--- src/rtl/io_uart_pkg.sv ---
// Shared constants for the memory-mapped UART transmitter: register map,
// STATUS bit positions and the serialiser state type.
package io_uart_pkg;

  localparam logic [1:0] REG_TXDATA  = 2'd0;
  localparam logic [1:0] REG_STATUS  = 2'd1;
  localparam logic [1:0] REG_BAUDDIV = 2'd2;
  localparam logic [1:0] REG_LEVEL   = 2'd3;

  localparam int STAT_EMPTY = 0;
  localparam int STAT_FULL  = 1;
  localparam int STAT_BUSY  = 2;
  localparam int STAT_OVF   = 3;

  typedef enum logic [1:0] {
    ST_IDLE  = 2'd0,
    ST_START = 2'd1,
    ST_DATA  = 2'd2,
    ST_STOP  = 2'd3
  } tx_state_t;

endpackage

--- src/rtl/io_uart_tx_sync_fifo.sv ---
// Synchronous FIFO with wrap-bit pointers. A push into a full FIFO is still
// accepted when a pop happens on the same edge.
module sync_fifo #(
  parameter int WIDTH = 8,
  parameter int DEPTH = 8
) (
  input  logic                     clk,
  input  logic                     rst_n,
  input  logic                     push,
  input  logic [WIDTH-1:0]         push_data,
  input  logic                     pop,
  output logic [WIDTH-1:0]         pop_data,
  output logic                     full,
  output logic                     empty,
  output logic [$clog2(DEPTH):0]   count
);

  localparam int AW = $clog2(DEPTH);
  localparam logic [AW:0] PTR_ONE = {{AW{1'b0}}, 1'b1};

  logic [WIDTH-1:0] mem_q [DEPTH];
  logic [AW:0]      wr_ptr_q, wr_ptr_d;
  logic [AW:0]      rd_ptr_q, rd_ptr_d;
  logic             do_push, do_pop;

  assign empty    = (wr_ptr_q == rd_ptr_q);
  assign full     = (wr_ptr_q[AW] != rd_ptr_q[AW]) &&
                    (wr_ptr_q[AW-1:0] == rd_ptr_q[AW-1:0]);
  assign count    = wr_ptr_q - rd_ptr_q;
  assign pop_data = mem_q[rd_ptr_q[AW-1:0]];

  assign do_pop  = pop && !empty;
  assign do_push = push && (!full || do_pop);

  always_comb begin
    wr_ptr_d = wr_ptr_q;
    rd_ptr_d = rd_ptr_q;
    if (do_push) wr_ptr_d = wr_ptr_q + PTR_ONE;
    if (do_pop)  rd_ptr_d = rd_ptr_q + PTR_ONE;
  end

  always_ff @(posedge clk or negedge rst_n) begin
    if (!rst_n) begin
      wr_ptr_q <= '0;
      rd_ptr_q <= '0;
    end else begin
      wr_ptr_q <= wr_ptr_d;
      rd_ptr_q <= rd_ptr_d;
    end
  end

  // Storage needs no reset; empty/full come from the pointers alone.
  always_ff @(posedge clk) begin
    if (do_push) mem_q[wr_ptr_q[AW-1:0]] <= push_data;
  end

endmodule

--- src/rtl/io_uart_tx.sv ---
// Bus-attached 8N1 UART transmitter: register decode with one registered
// wait state, TX FIFO and a baud-timed IDLE/START/DATA/STOP serialiser.
module io_uart_tx
  import io_uart_pkg::*;
#(
  parameter int          FIFO_DEPTH  = 8,
  parameter logic [15:0] DEFAULT_DIV = 16'd433
) (
  input  logic        clk,
  input  logic        rst_n,
  input  logic        io_sel,
  input  logic        io_we,
  input  logic [31:0] io_addr,
  input  logic [31:0] io_wdata,
  output logic [31:0] io_rdata,
  output logic        io_ready,
  output logic        uart_tx
);

  localparam int AW = $clog2(FIFO_DEPTH);

  tx_state_t   state_q, state_d;
  logic        ready_q, ready_d;
  logic [31:0] rdata_q, rdata_d;
  logic [15:0] div_q, div_d;
  logic        ovf_q, ovf_d;
  logic [15:0] cnt_q, cnt_d;
  logic [2:0]  bit_idx_q, bit_idx_d;
  logic [7:0]  shreg_q, shreg_d;
  logic        tx_q, tx_d;

  logic        access, wr_acc, push, pop, busy, baud_zero;
  logic [1:0]  reg_sel;
  logic [7:0]  fifo_data;
  logic        fifo_full, fifo_empty;
  logic [AW:0] fifo_count;
  logic [31:0] rd_val;
  logic        unused_bits;

  assign access    = io_sel && !ready_q;
  assign wr_acc    = access && io_we;
  assign reg_sel   = io_addr[3:2];
  assign push      = wr_acc && (reg_sel == REG_TXDATA);
  assign busy      = (state_q != ST_IDLE);
  assign baud_zero = (cnt_q == 16'd0);
  assign unused_bits = ^{io_addr[31:4], io_addr[1:0], io_wdata[31:16]};

  sync_fifo #(.WIDTH(8), .DEPTH(FIFO_DEPTH)) u_fifo (
    .clk       (clk),
    .rst_n     (rst_n),
    .push      (push),
    .push_data (io_wdata[7:0]),
    .pop       (pop),
    .pop_data  (fifo_data),
    .full      (fifo_full),
    .empty     (fifo_empty),
    .count     (fifo_count)
  );

  always_comb begin
    rd_val = '0;
    unique case (reg_sel)
      REG_TXDATA:  rd_val = '0;
      REG_STATUS:  rd_val = {28'd0, ovf_q, busy, fifo_full, fifo_empty};
      REG_BAUDDIV: rd_val = {16'd0, div_q};
      REG_LEVEL:   rd_val = {{(31-AW){1'b0}}, fifo_count};
    endcase
  end

  always_comb begin
    ready_d = access;
    rdata_d = rdata_q;
    if (access) rdata_d = io_we ? 32'd0 : rd_val;
    div_d = div_q;
    if (wr_acc && (reg_sel == REG_BAUDDIV)) div_d = io_wdata[15:0];
    // Overflow set is applied last so it wins over a same-edge clear.
    ovf_d = ovf_q;
    if (wr_acc && (reg_sel == REG_STATUS) && io_wdata[STAT_OVF]) ovf_d = 1'b0;
    if (push && fifo_full && !pop) ovf_d = 1'b1;
  end

  always_ff @(posedge clk or negedge rst_n) begin
    if (!rst_n) state_q <= ST_IDLE;
    else        state_q <= state_d;
  end

  always_comb begin
    state_d = state_q;
    unique case (state_q)
      ST_IDLE:  if (!fifo_empty) state_d = ST_START;
      ST_START: if (baud_zero) state_d = ST_DATA;
      ST_DATA:  if (baud_zero && (bit_idx_q == 3'd7)) state_d = ST_STOP;
      ST_STOP:  if (baud_zero) state_d = ST_IDLE;
    endcase
  end

  // The line level for the next bit is registered on the boundary edge,
  // so tx_q always matches the state being entered.
  always_comb begin
    pop       = 1'b0;
    tx_d      = tx_q;
    cnt_d     = cnt_q;
    bit_idx_d = bit_idx_q;
    shreg_d   = shreg_q;
    unique case (state_q)
      ST_IDLE: begin
        tx_d = 1'b1;
        if (!fifo_empty) begin
          pop     = 1'b1;
          shreg_d = fifo_data;
          cnt_d   = div_q;
          tx_d    = 1'b0;
        end
      end
      ST_START: begin
        if (baud_zero) begin
          cnt_d     = div_q;
          bit_idx_d = 3'd0;
          tx_d      = shreg_q[0];
        end else begin
          cnt_d = cnt_q - 16'd1;
        end
      end
      ST_DATA: begin
        if (baud_zero) begin
          cnt_d = div_q;
          if (bit_idx_q == 3'd7) begin
            tx_d = 1'b1;
          end else begin
            bit_idx_d = bit_idx_q + 3'd1;
            tx_d      = shreg_q[bit_idx_q + 3'd1];
          end
        end else begin
          cnt_d = cnt_q - 16'd1;
        end
      end
      ST_STOP: begin
        tx_d = 1'b1;
        if (!baud_zero) cnt_d = cnt_q - 16'd1;
      end
    endcase
  end

  always_ff @(posedge clk or negedge rst_n) begin
    if (!rst_n) begin
      ready_q   <= 1'b0;
      rdata_q   <= '0;
      div_q     <= DEFAULT_DIV;
      ovf_q     <= 1'b0;
      cnt_q     <= '0;
      bit_idx_q <= '0;
      shreg_q   <= '0;
      tx_q      <= 1'b1;
    end else begin
      ready_q   <= ready_d;
      rdata_q   <= rdata_d;
      div_q     <= div_d;
      ovf_q     <= ovf_d;
      cnt_q     <= cnt_d;
      bit_idx_q <= bit_idx_d;
      shreg_q   <= shreg_d;
      tx_q      <= tx_d;
    end
  end

  assign io_ready = ready_q;
  assign io_rdata = rdata_q;
  assign uart_tx  = tx_q;

endmodule

--- config.mk ---
export PLATFORM = sky130hd
export DESIGN_NAME = io_uart_tx
export DESIGN_NICKNAME = d
export VERILOG_FILES = /design/src/rtl/io_uart_pkg.sv /design/src/rtl/io_uart_tx_sync_fifo.sv /design/src/rtl/io_uart_tx.sv
export SDC_FILE = /design/constraint.sdc
export NUM_CORES = 1
export LEC_CHECK = 0
export CAP_MARGIN = 20
export CORE_ASPECT_RATIO = 0.8
export CORE_MARGIN = 3
export CORE_UTILIZATION = 63
export DETAILED_ROUTE_END_ITERATION = 10
export DONT_BUFFER_PORTS = 1
export PLACE_DENSITY = 0.8
export SLEW_MARGIN = 20
export SYNTH_ARGS = -nofsm -noshare
export SYNTH_HDL_FRONTEND = slang
export SYNTH_SLANG_ARGS = --single-unit
--- constraint.sdc ---
create_clock -name clk -period 3.59 [get_ports clk]
set_input_delay 0.5385 -clock clk [delete_from_list [all_inputs] [get_ports clk]]
set_output_delay 0.5385 -clock clk [all_outputs]
set_load 0.02 [all_outputs]
# Word level (Yosys, flattened, before mapping)
# Memories as Yosys holds them, arrays and structs flattened. A register that Yosys moved wholly into a read port is not among the register bits.
# Cells that the tools add are included.
# W data, S select, Z words.
[word_totals]
mem_bits_ro = 0
wordCells = 93
latch_bits = 0
input_bits = 68
output_inout_bits = 34
ramBits = 64
n_memories = 1
reg_bits = 80
[op_classes]
order_cmp = 1
shifts = 0
n_mul = 0
div_mod_pow = 0
reduce_logical = 30
n_bitwise = 1
add_sub_neg = 5
eq_ne = 17
muxes = 28
[mem_list]
columns = ["memory", "words", "word_bits", "rd", "rd_clocked_by_memory_dff", "write_ports", "line_no", "source"]
rows = [
  ["u_fifo.mem_q", 8, 8, 1, 1, 1, "io_uart_tx_sync_fifo.sv:21", "logic [WIDTH-1:0] mem_q [DEPTH];"],
]
[ops]
columns = ["operator", "n"]
rows = [
  ["$pmux W32 S4", 1],
  ["$mux W16", 3],
  ["$pmux W16 S3", 1],
  ["$mux W32", 1],
  ["$logic_not A16 Y1", 1],
  ["$sub A16 B1 Y16 const B", 1],
  ["$ne A2 B2 Y1 const B", 7],
  ["$logic_and A1 B1 Y1", 12],
  ["$mux W1", 11],
  ["$mux W3", 3],
  ["$add A4 B1 Y4 const B", 2],
  ["$eq A2 B2 Y1 const B", 4],
  ["$mux W2", 4],
  ["$pmux W2 S4", 1],
  ["$reduce_and A4 Y1", 2],
  ["$pmux W3 S2", 1],
  ["$reduce_and A2 Y1", 3],
  ["$reduce_bool A2 Y1", 3],
  ["$logic_not A1 Y1", 5],
  ["$eq A2 B1 Y1 const B", 2],
  ["$eq A4 B4 Y1", 1],
  ["$logic_not A2 Y1", 2],
  ["$lt A3 B4 Y1 const B", 1],
  ["$pmux W1 S4", 1],
  ["9 further kinds", 9],
]

# Longest topological paths before layout
# Gate-level depths: netlist of the first run.
[logic_depth]
word_depth = 8
depth_mapped = 11
mapped_depth_nobuf = 8

# Hierarchy
# Synthesis of the first run repeated with hierarchy kept, for this count alone.
[unflattened]
hier_cells = 476
hier_area_um2 = 6377.4
[modules_own_cells]
columns = ["mod", "seq_area_each_um2", "cells_each", "n_inst", "area_per_inst_um2"]
rows = [
  ["io_uart_tx", 1609.0, 305, 1, 3399.5],
  ["sync_fifo", 2122.0, 171, 1, 2977.9],
]

# Worst setup path after synthesis of the first run
# Ideal clock, no wire load.
[synth_path]
path_kind = "reg2reg"
start = "reg u_fifo.rd_ptr_q[1]"
end = "mem u_fifo.mem_q[1][0] (enable)"
arrival_ns = 2.680
stages_incl_launch_ff = 10
n_path_buf = 2
path_slack_ns = 0.526
cell_sequence = "dfrtp_1 clkbuf_1 clkbuf_1 inv_1 ha_1 nand3_1 nor3_1 nor3b_2 nand2_1 nor3_1"
[synth_between]
elab_chain_len = 8
[synth_lines]
columns = ["item", "line_no", "source"]
rows = [
  ["start, declared", "io_uart_tx_sync_fifo.sv:23", "logic [AW:0] rd_ptr_q, rd_ptr_d;"],
  ["start signal, assigned", "io_uart_tx_sync_fifo.sv:48", "rd_ptr_q <= rd_ptr_d;"],
  ["$eq A4 B4 Y1", "io_uart_tx_sync_fifo.sv:26", "assign empty = (wr_ptr_q == rd_ptr_q);"],
  ["$mux W1", "io_uart_tx.sv:108", "if (!fifo_empty) begin"],
  ["$mux W1", "io_uart_tx.sv:105", "unique case (state_q)"],
  ["$logic_and A1 B1 Y1", "io_uart_tx_sync_fifo.sv:32", "assign do_pop = pop && !empty;"],
  ["$logic_or A1 B1 Y1 (*)", "io_uart_tx_sync_fifo.sv:33", "assign do_push = push && (!full || do_pop);"],
  ["$logic_and A1 B1 Y1 (*)", "io_uart_tx_sync_fifo.sv:33", ""],
  ["$mux W1 (*)", "io_uart_tx_sync_fifo.sv:54", "if (do_push) mem_q[wr_ptr_q[AW-1:0]] <= push_data;"],
  ["$mux W1 (implied by the code) (*)", "io_uart_tx_sync_fifo.sv:54", ""],
  ["end, declared", "io_uart_tx_sync_fifo.sv:21", ""],
]
# Every way passes the cells marked *; elsewhere a longest branch is shown, timed or not.

# Worst setup path after layout of the first run
[layout_path]
start = "reg ready_q (netlist: io_ready)"
end = "mem u_fifo.mem_q[4][4] (enable)"
[layout_between]
elab_chain_len = 7
[layout_lines]
columns = ["item", "line_no", "source"]
rows = [
  ["start, declared", "io_uart_tx.sv:23", "logic ready_q, ready_d;"],
  ["start signal, assigned", "io_uart_tx.sv:155", "ready_q <= ready_d;"],
  ["$logic_not A1 Y1", "io_uart_tx.sv:40", "assign access = io_sel && !ready_q;"],
  ["$logic_and A1 B1 Y1", "io_uart_tx.sv:40", ""],
  ["$logic_and A1 B1 Y1", "io_uart_tx.sv:41", "assign wr_acc = access && io_we;"],
  ["$logic_and A1 B1 Y1", "io_uart_tx.sv:43", "assign push = wr_acc && (reg_sel == REG_TXDATA);"],
  ["$logic_and A1 B1 Y1", "io_uart_tx_sync_fifo.sv:33", ""],
  ["$mux W1", "io_uart_tx_sync_fifo.sv:54", ""],
  ["$mux W1 (implied by the code)", "io_uart_tx_sync_fifo.sv:54", ""],
]
# Every way passes these cells.

==> Implementation_results.wiki, run 1 <==
{| class="wikitable"
! Metric !! Value
|-
| Final weighted congestion of routability-driven global placement || roughly 0.81
|-
| Detailed Route WL || ~13 mm
|-
| Via count of the first global-routing pass || 3763
|-
| Top-count cell post-synth || sky130_fd_sc_hd__dfrtp_1
|-
| Number of stages on the worst setup path || 6
|-
| Share of the synthesized area in the top cell type || between 30% and 40%
|-
| Worst-Skew Late Latency || 420 ps
|-
| Required @ worst endpoint || approximately 3600 ps
|-
| Multi-input logic area || 2220 sq um
|-
| Leakage power total || 2.75 nW
|-
| Floorplan core area || just over 9000 sq um
|-
| Number of nets in the layout || 550
|-
| Post-route DRC violation count || 0
|-
| Worst-case vdd ir drop || 0.578 mV
|-
| Setup fix buffers added after clock tree synthesis || 0
|-
| Arrival @ worst endpoint || 2920 ps
|-
| Final worst clock skew || around 11 ps
|-
| Number of synthesis warnings || 0
|-
| Rel. slew slack || 37.8%
|-
| Cell with the biggest individual delay on the critical path || sky130_fd_sc_hd__nor2_1
|-
| Antenna violations before repair || 0
|-
| Antenna-violating nets left || 0
|-
| Most instantiated flip-flop cell in the synthesis netlist || sky130_fd_sc_hd__dfrtp_1
|-
| Footprint of the flip-flops and latches || 3730 sq um
|-
| Minimum setup slack among reg-to-reg paths || 720 ps
|-
| Max FO, Critical Path || 18
|-
| First-pass GRT wire length || 20.5 mm
|-
| Result of the run || complete, but fails checks
|-
| Uppermost signal routing layer after detailed routing || met4
|-
| Violations in the final reports || negative hold slack
|-
| Grt ovf || 0
|-
| Overall global routing resource usage || 25.9%
|-
| CTS tree || built
|-
| Routed length per placed instance || around 22 microns
|-
| Number of core rows || 31
|-
| Element type at the critical path start || register
|-
| Starting Density || 66.3%
|-
| Layout fillers || 544
|-
| Synthesis-stage register bit count || 136
|-
| H-tree depth || 4
|-
| Total count of hold-check failures in the final report || 2
|-
| Via count || 3879
|-
| Mapped Cells || between 400 and 500
|-
| Initial DRC count || 334
|-
| Layout area overhead || 11.2%
|-
| Fraction of the yosys area taken by sequential cells || about 60%
|-
| FF-to-FF End || u_fifo.mem_q[4][4]
|-
| Distinct cell type count of the synthesized netlist || 55
|-
| Summed negative setup slack over all endpoints || 0 ps
|-
| Max Fclk || between 300 and 400 MHz
|-
| Area leader, netlist || sky130_fd_sc_hd__edfxtp_1
|-
| CP max stage delay || 680 ps
|-
| Setup crit end kind || register
|-
| Count of flip-flops with a built-in enable after synthesis || 64
|-
| Die height || 94.3 microns
|-
| Final setup violation count || 0
|-
| Async S/R FF share, synth || a little over half
|-
| Drt via density || 6.52
|-
| Wire length on met3 || 1.16 mm
|-
| Die width || approximately 120 microns
|-
| Crit-path cells || nand2b_1 > buf_4 > nor3b_1 > nor3b_2 > nand2_1 > nor2_1
|-
| Clock buffer depth || 2
|-
| Worst Max-Slew Pin Slew || just over 900 ps
|-
| Dominant cells by area after synthesis || sky130_fd_sc_hd__edfxtp_1 (31%), sky130_fd_sc_hd__dfrtp_1 (27%), sky130_fd_sc_hd__mux4_2 (6.6%)
|-
| Cts-stage hold buffer count || 1
|-
| Critical path's top delay family || simple AND/OR/NAND/NOR gates
|-
| Number of antenna diodes || 0
|-
| Synthesized cell area || slightly above 6000 sq um
|-
| Power density normalized to cell area || 876 nW/um^2
|-
| Hold Worst Slack || -1.82 ps
|-
| Port-buffer cells || 0
|-
| Number of buffer and inverter stages on the critical path || 1
|-
| Average footprint of a synthesized cell || about 13 sq um
|-
| Launching point of the worst reg2reg path || io_ready
|-
| Worst-path clk slew || 60 ps
|-
| Setup repair after global routing missed its margin || no
|-
| Die area || 11000 sq um
|-
| Hold crit path type || in -> async
|-
| Minimum clock period after layout || around 2900 ps
|-
| Startpoint-to-endpoint class of the critical path || reg -> reg
|-
| Detailed-routing iteration count for the pre-antenna-repair pass || 8
|-
| Post-route clock period utilization || roughly four fifths
|-
| Final Max Slew Viols || 0
|-
| Post-cts repair resize count || 0
|-
| Max-cap violation count || 0
|-
| Total number of clock tree sinks || 136
|-
| Clock buffer count from CTS || 17
|-
| FF-to-FF path depth || 6
|-
| Share of final-layout standard cells stronger than drive strength 1 || 18.8%
|-
| Number of placed I/O pins || 102
|-
| Routed metal-1 wirelength || around 5.5 mm
|-
| Clock root buffer master || sky130_fd_sc_hd__clkbuf_16
|-
| Half-perimeter wire length of the detailed placement result || 8.48 mm
|-
| Pin count of the biggest net entering global routing || 73
|-
| Most common library cells after synthesis || sky130_fd_sc_hd__dfrtp_1 (66), sky130_fd_sc_hd__edfxtp_1 (64), sky130_fd_sc_hd__nand2_1 (34)
|-
| Met2 WL post-DR || 6.27 mm
|}
## layout make-up
cell class	count	area share, %
Clock buffer	18	6.28
Clock inverter	14	2.38
Inverter	13	0.715
Multi-Input combinational cell	289	32.5
Sequential cell	136	54.6
Tap cell	115	2.11
Timing Repair Buffer	10	1.39
## metrics by stage
step           setup slack, ps  instances  total power [mW]  area (sq um)  util [%]
4_1_cts                    720        595              5.96          6830      73.7
3_3_place_gp               899        562              4.05          6210      67.0
2_1_floorplan              526        472              3.72          6200         -
3_5_place_dp               816        562              4.16          6210      67.0
5_1_grt                    462        595              6.30          6830      73.7
6_report                   716        595              5.98          6830      73.7
## logic make-up (layout without fill, tap and decap cells)
| family | Yosys count | count (layout) | share of synthesized area, % |
|---|---|---|---|
| compound gates | 93 | 93 | 10.1 |
| xor+xnor | 9 | 9 | 1.28 |
| fa+ha+maj | 15 | 15 | 3.18 |
| buf+inv | 47 | 55 | 4.05 |
| flops | 136 | 136 | 60.7 |
| mux | 48 | 48 | 11.9 |
| other cells | 1 | 16 | 0.0611 |
| simple gates | 108 | 108 | 8.70 |
## cells in the final DEF (no fill, tap or decap), drive strengths merged, types with 3 or more instances in the layout
master,n
a211oi,3
a21o,4
a21oi,12
a221o,5
a22o,18
a22oi,7
buf,10
clkbuf,18
clkinv,3
clkinvlp,3
conb,16
dfrtp,66
dfstp,6
edfxtp,64
ha,14
inv,19
mux2,20
mux2i,10
mux4,18
nand2,34
nand2b,4
nand3,5
nand3b,3
nor2,28
nor3,14
nor4,4
o21ai,35
or3,3
xnor2,7
## worst register-to-register path, cell delays in order, from the launching register on
cell and delay, ps:
sky130_fd_sc_hd__dfrtp_1 450, sky130_fd_sc_hd__nand2b_1 190, sky130_fd_sc_hd__buf_4 200, sky130_fd_sc_hd__nor3b_1 360, sky130_fd_sc_hd__nor3b_2 430, sky130_fd_sc_hd__nand2_1 170, sky130_fd_sc_hd__nor2_1 680
## report_power, final
| group | leakage [nW] | switching [mW] | internal [mW] |
|---|---|---|---|
| clock | 0.282 | 0.706 | 1.04 |
| combinational | 0.987 | 1.13 | 0.876 |
| sequential | 1.48 | 0.306 | 1.92 |
## per-layer routing
layer	global-route usage, %	up-vias
met2	39.0	190
met4	7.05	0
met5	0	-
met3	10.3	25
met1	35.4	1953
li1	-	1711
## worst max path at each step
stage	from	end	slack [ps]
after floorplan	u_fifo.rd_ptr_q[1]	u_fifo.mem_q[1][0]	530
after global placement	u_fifo.rd_ptr_q[2]	cnt_q[5]	900
after detailed placement	u_fifo.rd_ptr_q[2]	u_fifo.mem_q[4][2]	820
after CTS	io_ready	u_fifo.mem_q[4][4]	720
after global routing	io_ready	u_fifo.mem_q[6][4]	460
final	io_ready	u_fifo.mem_q[4][4]	720
## sequential cells by signal (all words and copies together), names as in the netlist
name and count:
u_fifo.mem_q 64, cnt_q 16, div_q 16, io_rdata 16, shreg_q 8, u_fifo.rd_ptr_q 4
u_fifo.wr_ptr_q 4, bit_idx_q 3, state_q 2, io_ready 1, ovf_q 1, uart_tx 1
No activity file was read; power rests on OpenSTA's default activity.
==> run 2, diff against run 1 <==
--- a/config.mk
+++ b/config.mk
@@ -8,10 +8,10 @@
 export CAP_MARGIN = 20
 export CORE_ASPECT_RATIO = 0.8
 export CORE_MARGIN = 3
-export CORE_UTILIZATION = 63
+export CORE_UTILIZATION = 57
 export DETAILED_ROUTE_END_ITERATION = 10
 export DONT_BUFFER_PORTS = 1
-export PLACE_DENSITY = 0.8
+export PLACE_DENSITY = 0.76
 export SLEW_MARGIN = 20
 export SYNTH_ARGS = -nofsm -noshare
 export SYNTH_HDL_FRONTEND = slang
==> constraint.sdc (replaced) <==
create_clock -name clk -period 2.4 [get_ports clk]
set_input_delay 0.36 -clock clk [delete_from_list [all_inputs] [get_ports clk]]
set_output_delay 0.36 -clock clk [all_outputs]
set_load 0.02 [all_outputs]
==> Implementation_results.wiki, run 2 (synthesis results as in run 1) <==
{| class="wikitable"
! Metric !! Value
|-
| Worst-Skew Late Latency || 410 ps (about the same)
|-
| Antenna violations before repair || 0 (unchanged)
|-
| Total count of hold-check failures in the final report || 0 (-2)
|-
| Leakage power total || 2.84 nW (+3.4%)
|-
| Minimum setup slack among reg-to-reg paths || 70 ps (-650 ps)
|-
| Hold Worst Slack || 40.0 ps (+41.9 ps)
|-
| Clock buffer depth || 2 (unchanged)
|-
| Total number of clock tree sinks || 136 (unchanged)
|-
| Post-route DRC violation count || 0 (unchanged)
|-
| Routed length per placed instance || 20.9 microns (-4.7%)
|-
| Die width || 122 microns (+4.9%)
|-
| Number of core rows || 33 (+6.5%)
|-
| Number of nets in the layout || 566 (+2.9%)
|-
| Detailed Route WL || 13.3 mm (+1.9%)
|-
| CTS tree || built
|-
| Number of placed I/O pins || 102 (unchanged)
|-
| Hold worst-path end || u_fifo.mem_q[4][4]
|-
| Max FO, Critical Path || 8 (-10)
|-
| FF-to-FF End || u_fifo.mem_q[4][2]
|-
| Final setup violation count || 0 (unchanged)
|-
| Max-cap violation count || 0 (unchanged)
|-
| Via count || 3870 (-0.23%)
|-
| Flip-flop count of the largest register, all copies and words added || 64 (unchanged)
|-
| Grt ovf || 0 (unchanged)
|-
| Final weighted congestion of routability-driven global placement || 0.833 (+2.3%)
|-
| Met2 track demand over resource in global routing || 34.6% (-4.4 points)
|-
| Via count of the first global-routing pass || 3847 (+2.2%)
|-
| Antenna-violating nets left || 0 (unchanged)
|-
| Element type at the critical path start || register
|-
| Max Fclk || 429 MHz (+23%)
|-
| Port-buffer cells || 0 (unchanged)
|-
| Arrival @ worst endpoint || 2380 ps (-540 ps)
|-
| Most frequent standard cell in the layout excluding fill and tap cells || sky130_fd_sc_hd__dfrtp_1
|-
| Total net switching power || 3.20 mW (+49%)
|-
| Met1 routing resource usage after global routing || 35.5% (+0.040 points)
|-
| Share of final-layout standard cells stronger than drive strength 1 || 23.6% (+4.8 points)
|-
| H-tree depth || 4 (unchanged)
|-
| Clock root buffer master || sky130_fd_sc_hd__clkbuf_16
|-
| Launching point of the worst reg2reg path || u_fifo.wr_ptr_q[0]
|-
| Hold path depth || 0
|-
| Switching power as a share of total power || 35.5% (-0.34 points)
|-
| Startpoint of the most critical hold path || io_wdata[4]
|-
| Layout area overhead || 15.0%
|-
| Proportion of power drawn by flip-flops and latches || 36.7% (-0.5 points)
|-
| FF-to-FF path depth || 7 (+1)
|-
| Setup repair after global routing missed its margin || yes
|-
| Die area || 12100 sq um (+9.9%)
|-
| Pin count of the biggest net entering global routing || 73 (unchanged)
|-
| First-pass GRT wire length || 21.3 mm (+3.7%)
|-
| Summed negative setup slack over all endpoints || 0 ps (unchanged)
|-
| Overall global routing resource usage || 23.7% (-2.1 points)
|-
| Hold crit path type || in -> reg
|-
| Setup crit end kind || register
|-
| Post-Place Worst Slack || 75.2 ps (-741 ps)
|-
| Result of the run || finished clean
|-
| Starting Density || 59.3% (-7.0 points)
|-
| Worst Max-Slew Pin Slew || 511 ps (-419 ps)
|-
| Minimum clock period after layout || 2330 ps (-540 ps)
|-
| Final worst clock skew || 7.03 ps (-3.49 ps)
|-
| Rel. slew slack || 65.9% (+28 points)
|-
| Final Max Slew Viols || 0 (unchanged)
|-
| Worst-case vdd ir drop || 0.704 mV (+22%)
|-
| Proportion of power drawn by the clock network || 27.3% (-1.9 points)
|-
| Half-perimeter wire length of the detailed placement result || 8.81 mm (+3.8%)
|-
| Top Usage Layer GRT || met1
|-
| Worst-path clk slew || 60 ps (about the same)
|-
| Power density normalized to cell area || 1280 nW/um^2 (+46%)
|-
| Clock buffer count from CTS || 17 (unchanged)
|-
| Required @ worst endpoint || 2450 ps (-1180 ps)
|-
| Floorplan core area || 10400 sq um (+12%)
|-
| Die height || 98.8 microns (+4.8%)
|-
| Worst Setup Slack, final || 67.0 ps (-650 ps)
|-
| Startpoint-to-endpoint class of the critical path || reg -> reg
|-
| Pint || 5.81 mW (+51%)
|-
| Final core area utilization || 68.1% (-5.5 points)
|-
| Number of antenna diodes || 0 (unchanged)
|-
| Combinational share of power || 36.0% (+2.4 points)
|-
| Met3 Resource Use GR || 7.11% (-3.2 points)
|-
| Layout fillers || 693 (+27%)
|-
| Post-route clock period utilization || 97.2% (+17 points)
|-
| Initial DRC count || 378 (+13%)
|-
| Most frequent cells in the layout || sky130_fd_sc_hd__dfrtp_1 (66), sky130_fd_sc_hd__edfxtp_1 (64), sky130_fd_sc_hd__nand2_1 (32)
|-
| Detailed-routing iteration count for the pre-antenna-repair pass || 6 (-2)
|-
| Drt via density || 6.08 (-6.7%)
|}
-- run 2: changes by cell type in the layout (fill, tap and decap cells not counted), sizes merged --
cell | previous run | this run
buf | 10 | 25
clkbuf | 18 | 23
inv | 19 | 15
clkinv | 3 | 6
bufinv | 2 | 0
clkinvlp | 3 | 1
dlygate4sd3 | 0 | 1
-- run 2: power groups by stage --
stage	combinational [mW]	clock, mW	sequential (mW)
after floorplan	2.47	0	3.21
after global placement	3.03	0	3.30
after detailed placement	3.14	0	3.32
after CTS	3.21	2.48	3.29
after global routing	3.57	2.59	3.35
final	3.25	2.46	3.30
-- run 2: per-layer routing --
metal | routed length, microns | vias to the layer above
met5 | 0 | -
met4 | 146 | 0
met3 | 913 | 17
met2 | 6270 | 154
met1 | 5960 | 1960
li1 | - | 1739
-- run 2: per-stage QoR --
| step | power, mW | cells | area [sq um] |
|---|---|---|---|
| finish | 9.01 | 636 | 7060 |
| detailed placement | 6.47 | 601 | 6430 |
| global route | 9.51 | 636 | 7060 |
| floorplan | 5.68 | 472 | 6310 |
| CTS | 8.98 | 635 | 7030 |
| global placement | 6.33 | 601 | 6430 |
-- run 2: cell type report --
type,count,area (sq um),share of cell area [%]
multi-input cells,289,2310,32.7
repair buffers,26,230,3.26
flip-flops and latches,136,3730,52.8
clock buffers,23,500,7.09
well taps,140,175,2.48
inverters,13,48.8,0.691
clock inverters,9,62.6,0.886
-- run 2: worst max-delay path by stage --
stage                    endpoint                from
3_5_place_dp            cnt_q[13]            cnt_q[0]
5_1_grt        u_fifo.mem_q[4][0]  u_fifo.wr_ptr_q[0]
4_1_cts                 cnt_q[13]            cnt_q[0]
6_report       u_fifo.mem_q[4][2]  u_fifo.wr_ptr_q[0]
2_1_floorplan  u_fifo.mem_q[1][0]  u_fifo.rd_ptr_q[1]
3_3_place_gp   u_fifo.mem_q[4][0]  u_fifo.wr_ptr_q[0]
-- run 2: timing repair --
item	in CTS	in global routing
endpoints found under the hold margin	72	0
gates resized for setup	0	1
endpoints found under the setup margin	0	44
hold buffers	2	0
buffers inserted	0	1
-- run 2: critical path, cell delays in order, from the launching register on --
cell	delay, ps
sky130_fd_sc_hd__dfrtp_1	400
sky130_fd_sc_hd__inv_1	150
sky130_fd_sc_hd__ha_1	290
sky130_fd_sc_hd__nand3_2	100
sky130_fd_sc_hd__nor3_1	80
sky130_fd_sc_hd__nor3b_2	330
sky130_fd_sc_hd__nand2_2	180
sky130_fd_sc_hd__nor2_2	440
==> run 3, diff against run 2 <==
--- a/config.mk
+++ b/config.mk
@@ -11,7 +11,7 @@
 export CORE_UTILIZATION = 57
 export DETAILED_ROUTE_END_ITERATION = 10
 export DONT_BUFFER_PORTS = 1
-export PLACE_DENSITY = 0.76
+export PLACE_DENSITY = 0.75
 export SLEW_MARGIN = 20
 export SYNTH_ARGS = -nofsm -noshare
 export SYNTH_HDL_FRONTEND = slang
==> Implementation_results.wiki, run 3 (synthesis results as in run 1) <==
{| class="wikitable"
! Metric !! Value
|-
| Initial DRC count || 344 (-9.0%)
|-
| Antenna violations before repair || 0 (unchanged)
|-
| Minimum setup slack among reg-to-reg paths || 60 ps (about the same)
|-
| Max Fclk || 428 MHz (-0.17%)
|-
| Detailed Route WL || 13.1 mm (-1.9%)
|-
| Clock buffer depth || 2 (unchanged)
|-
| Post-route clock period utilization || 97.4% (+0.17 points)
|-
| Floorplan core area || 10400 sq um (unchanged)
|-
| Result of the run || finished clean
|-
| Cell with the biggest individual delay on the critical path || sky130_fd_sc_hd__nor2_2
|-
| Detailed-routing iteration count for the pre-antenna-repair pass || 6 (unchanged)
|-
| Number of nets in the layout || 564 (-0.35%)
|-
| Placed Instance Area || 6430 sq um (about the same)
|-
| FF-to-FF End || u_fifo.mem_q[6][7]
|-
| Number of core rows || 33 (unchanged)
|-
| FF-to-FF path depth || 7 (unchanged)
|-
| Share of final-layout standard cells stronger than drive strength 1 || 23.9% (+0.30 points)
|-
| Crit path launch || u_fifo.wr_ptr_q[0]
|-
| Non-filler instance count after layout || 634 (-0.31%)
|-
| H-tree depth || 4 (unchanged)
|-
| Power density normalized to cell area || 1290 nW/um^2 (+0.82%)
|-
| Total number of clock tree sinks || 136 (unchanged)
|-
| Overall global routing resource usage || 23.5% (-0.27 points)
|-
| Die width || 122 microns (unchanged)
|-
| Final weighted congestion of routability-driven global placement || 0.845 (+1.5%)
|-
| Required @ worst endpoint || 2460 ps (about the same)
|-
| Grt ovf || 0 (unchanged)
|-
| Starting Density || 59.3% (unchanged)
|-
| Element type at the critical path start || register
|-
| Via count || 3824 (-1.2%)
|-
| Cell area after layout || 7090 sq um (+0.43%)
|-
| Die area || 12100 sq um (unchanged)
|-
| Pin count of the biggest net entering global routing || 73 (unchanged)
|-
| Final worst clock skew || 7.82 ps (+0.790 ps)
|-
| Rel. slew slack || 64.4% (-1.5 points)
|-
| Routed length per placed instance || 20.6 microns (-1.5%)
|-
| Worst-path clk slew || 60 ps (about the same)
|-
| Final setup violation count || 0 (unchanged)
|-
| Arrival @ worst endpoint || 2400 ps (+20 ps)
|-
| Post-Place Worst Slack || 75.6 ps (+0.447 ps)
|-
| Worst-Skew Late Latency || 420 ps (about the same)
|-
| Post-route DRC violation count || 0 (unchanged)
|-
| Launching point of the worst reg2reg path || u_fifo.wr_ptr_q[0]
|-
| Number of placed I/O pins || 102 (unchanged)
|-
| Max-cap violation count || 0 (unchanged)
|-
| Port-buffer cells || 0 (unchanged)
|-
| Number of antenna diodes || 0 (unchanged)
|-
| Minimum clock period after layout || 2340 ps (+4.04 ps)
|-
| Crit-path cells || inv_1 > ha_1 > nand3_2 > nor3_1 > nor3b_2 > nand2_2 > nor2_2
|-
| Summed negative setup slack over all endpoints || 0 ps (unchanged)
|-
| Half-perimeter wire length of the detailed placement result || 8.82 mm (+0.16%)
|-
| Most frequent standard cell in the layout excluding fill and tap cells || sky130_fd_sc_hd__dfrtp_1
|-
| Flip-flop count of the largest register, all copies and words added || 64 (unchanged)
|-
| Last element of the critical path || u_fifo.mem_q[6][7]
|-
| Worst Setup Slack, final || 62.9 ps (-4.04 ps)
|-
| Max FO, Critical Path || 8 (unchanged)
|-
| Worst-case vdd ir drop || 0.628 mV (-11%)
|-
| CP max stage delay || 430 ps (about the same)
|-
| Number of placed instances, taps included || 599 (-0.33%)
|-
| Leakage power total || 2.84 nW (about the same)
|-
| Setup repair after global routing missed its margin || yes
|-
| Antenna-violating nets left || 0 (unchanged)
|-
| Startpoint-to-endpoint class of the critical path || reg -> reg
|-
| Clock buffer count from CTS || 17 (unchanged)
|-
| Drt via density || 6.03 (-0.88%)
|-
| Worst Max-Slew Pin Slew || 529 ps (+18.5 ps)
|-
| Most frequent cells in the layout || sky130_fd_sc_hd__dfrtp_1 (66), sky130_fd_sc_hd__edfxtp_1 (64), sky130_fd_sc_hd__nand2_1 (32)
|-
| Final core area utilization || 68.4% (+0.29 points)
|-
| Total count of hold-check failures in the final report || 0 (unchanged)
|-
| Clock root buffer master || sky130_fd_sc_hd__clkbuf_16
|-
| Hold crit path type || in -> reg
|-
| Setup crit end kind || register
|-
| Layout area overhead || 15.4%
|-
| CTS tree || built
|-
| Via count of the first global-routing pass || 3815 (-0.83%)
|-
| First-pass GRT wire length || 20.9 mm (-1.6%)
|-
| Die height || 98.8 microns (unchanged)
|-
| Final Max Slew Viols || 0 (unchanged)
|}
## run 3: cell types whose count changed in the layout (fill, tap and decap cells not counted), moves of 2 or more
cell	previous run	this run
sky130_fd_sc_hd__clkinv_2	4	0
sky130_fd_sc_hd__buf_4	23	20
sky130_fd_sc_hd__clkbuf_1	3	0
sky130_fd_sc_hd__inv_8	0	3
sky130_fd_sc_hd__bufinv_16	0	2
sky130_fd_sc_hd__clkbuf_16	19	17
sky130_fd_sc_hd__clkinvlp_4	1	3
## run 3: how the worst min path moves through the flow
stage / startpoint / endpoint / slack [ps] / cells after the start
floorplan: rst_n / bit_idx_q[0] / 60 / 0
global placement: rst_n / bit_idx_q[0] / 70 / 0
detailed placement: rst_n / bit_idx_q[2] / 70 / 0
CTS: io_wdata[6] / u_fifo.mem_q[6][6] / 20 / 0
global route: io_wdata[6] / u_fifo.mem_q[6][6] / 9 / 0
finish: io_wdata[0] / u_fifo.mem_q[1][0] / 30 / 0
## run 3: stage by stage
| step | total power [mW] | hold slack, ps |
|---|---|---|
| finish | 9.12 | 27.0 |
| global route | 9.66 | 9.48 |
| CTS | 9.13 | 18.0 |
| detailed placement | 6.46 | 67.7 |
| global placement | 6.32 | 68.0 |
| floorplan | 5.68 | 64.4 |
## run 3: worst max-delay path, delay by kind of cell (launching register included)
family                     cells  cell delay, ps
adders and majority gates      1             280
buffers and inverters          1             150
DFF                            1             410
and+or+nand+nor                5            1130
## run 3: cell type report
class	count	area, sq um
Timing Repair Buffer	24	228
Fill cell	689	3270
Clock inverter	15	169
Sequential cell	136	3730
Multi-Input combinational cell	289	2310
Tap cell	140	175
Clock buffer	17	425
Inverter	13	48.8
## run 3: routing by layer
metal,track usage (%),wire length [microns],vias up
li1,-,-,1735
met1,33.3,5710,1925
met2,34.6,6150,154
met3,8.66,1100,10
met4,6.63,88,0
met5,0,0,-
## run 3: what timing repair did
action	4_1_cts	5_1_grt
setup endpoints to repair	0	35
endpoints found under the hold margin	72	0
buffers inserted	0	1
gates resized for setup	0	2
hold buffers	2	0
## run 3: power breakdown
part / total (mW) / internal [mW] / switching [mW] / leakage [nW]
clock network: 2.61 / 1.55 / 1.05 / 0.279
registers: 3.30 / 2.87 / 0.427 / 1.48
logic: 3.21 / 1.44 / 1.77 / 1.08
==> RTL change, RTL diff (config.mk and constraints of run 1) <==
Encoding of `tx_state_t`: now Gray code (2 bits for 4 states).
--- a/src/rtl/io_uart_pkg.sv
+++ b/src/rtl/io_uart_pkg.sv
@@ -14,8 +14,8 @@
 
   typedef enum logic [1:0] {
-    ST_IDLE  = 2'd0,
-    ST_START = 2'd1,
-    ST_DATA  = 2'd2,
-    ST_STOP  = 2'd3
+    ST_IDLE  = 2'b00,
+    ST_START = 2'b01,
+    ST_DATA  = 2'b11,
+    ST_STOP  = 2'b10
   } tx_state_t;
 
Formal check against the unedited RTL: no difference found for any inputs over 10 cycles, from zero or initial values and one cycle with rst_n low; not proved beyond that.
==> RTL change against run 1 <==
- the run still ends with hold timing left
- routed wire length down 0.38%
- non-clock buffer count rose by 7
- first-iteration DRC count rose by 24%
- cell area grew 0.27%
- sequential share of layout area is 0.15 points lower
- global-route usage grew 0.30 points
- worst setup slack got worse by 0.12 ns
- sequential cell count is the same
- area after synthesis is 0.53% higher
Power is not compared: it rests on default switching activity, and its combinational part moved more than twofold at a synthesized area within 25%.
==> RTL change: results <==
set metrics [dict create \
    cp.arrival_ns 3.13 \
    r2r_slack_ns 0.59 \
    grt_pass1_vias 3947 \
    synth_area_leaders "edfxtp_1 (31%), dfrtp_1 (27%), mux4_2 (6.6%)" \
    dr.pass1.iters 5 \
    crit_slowest_cell "dfrtp_1" \
    fillers 560 \
    final-hold-violation-count 3 \
    wl_met2_mm 6.08 \
    crit_start "u_fifo.rd_ptr_q[2]$_DFFE_PN0P_" \
    synth.area.mux_share 0.0999 \
    use_met3 0.0987 \
    finClkSkew_ns 0.00912 \
    post_cts_resized 0 \
    place_hpwl_mm 8.66 \
    antenna_found_initial 0 \
    instances_no_fill 616 \
    largest_register_ffs 64 \
    irDropWorstVdd_v 0.000621 \
    dp.cells 583 \
    period_share 0.835 \
    synth_compound_area_frac 0.105 \
    hold_class "in -> async" \
    synth_common_cells "dfrtp_1 (66), edfxtp_1 (64), nand2_1 (53), nor2_1 (31), o21ai_0 (21)" \
    rr_worst_depth 8 \
    yosysSeqAreaShare 0.604 \
    wl_met3_mm 1.24 \
    violations "hold timing" \
    synth-xor-area-share 0.0128 \
    wl_mm 13.0 \
    gr-usage-all-layers 0.262 \
    gp_congestion 0.841 \
    wl_met1_mm 5.44 \
    ys_types 58 \
    hold-worst-slack_ns -0.00162 \
    synth_fa_ha_area_frac 0.0215 \
    drive_gt1_frac 0.202 \
    syn_avg_cell_area_um2 12.9 \
    use_met2 0.375 \
    final_nets 566 \
    crit_path_end "u_fifo.mem_q[7][1]$_DFFE_PP_" \
    use_met1 0.380 \
    cpPeakStageDelay_ns 0.61 \
    ys.flop_type "dfrtp_1" \
    port_buffers 0 \
    post_dp_cell_area_um2 6240 \
    synth-edff-count 64 \
    clk_pin_slew_ns 0.06 \
    vias 4004 \
    grt_first_pass_wirelength_mm 21.3 \
    max-slew-margin-rel 0.453 \
    leakagePower_uw 0.00267 \
    outcome "finished, violations left" \
    async_reset_ff_frac 0.529 \
    pre_cts_ws_ns 0.630 \
    cts.path.max_buffers 2 \
    cp_max_fo 11 \
    drtIter0Drc 414 \
    antenna-diode-count 0 \
]
-- RTL change: cell count changes after synthesis, moves of 8 or more --
| cell | change |
|---|---|
| o21ai_0 | -8 |
| a31oi_1 | +12 |
| nand2_1 | +19 |
| mux2i_1 | -8 |
-- RTL change: where the power goes --
| part | leakage [uW] | switching, uW | internal, uW |
|---|---|---|---|
| Combinational | 0.000927 | 328 | 258 |
| Sequential | 0.00146 | 260 | 1830 |
| Clock | 0.000280 | 687 | 1030 |
-- RTL change: cell families (layout without fill, tap and decap cells) --
family | Yosys count | after routing
fa+ha+maj | 10 | 10
simple gates | 139 | 139
flops | 136 | 136
xor+xnor | 9 | 9
buf+inv | 49 | 58
other cells | 1 | 16
compound gates | 96 | 96
mux | 37 | 37
-- RTL change: cell type report --
type,instances,area (um2),area share
Clock buffer,19,433,0.0632
Sequential cell,136,3730,0.545
Timing Repair Buffer,17,148,0.0216
Multi-Input combinational cell,307,2210,0.323
Clock inverter,13,145,0.0212
Inverter,9,33.8,0.00493
Tap cell,115,144,0.0210
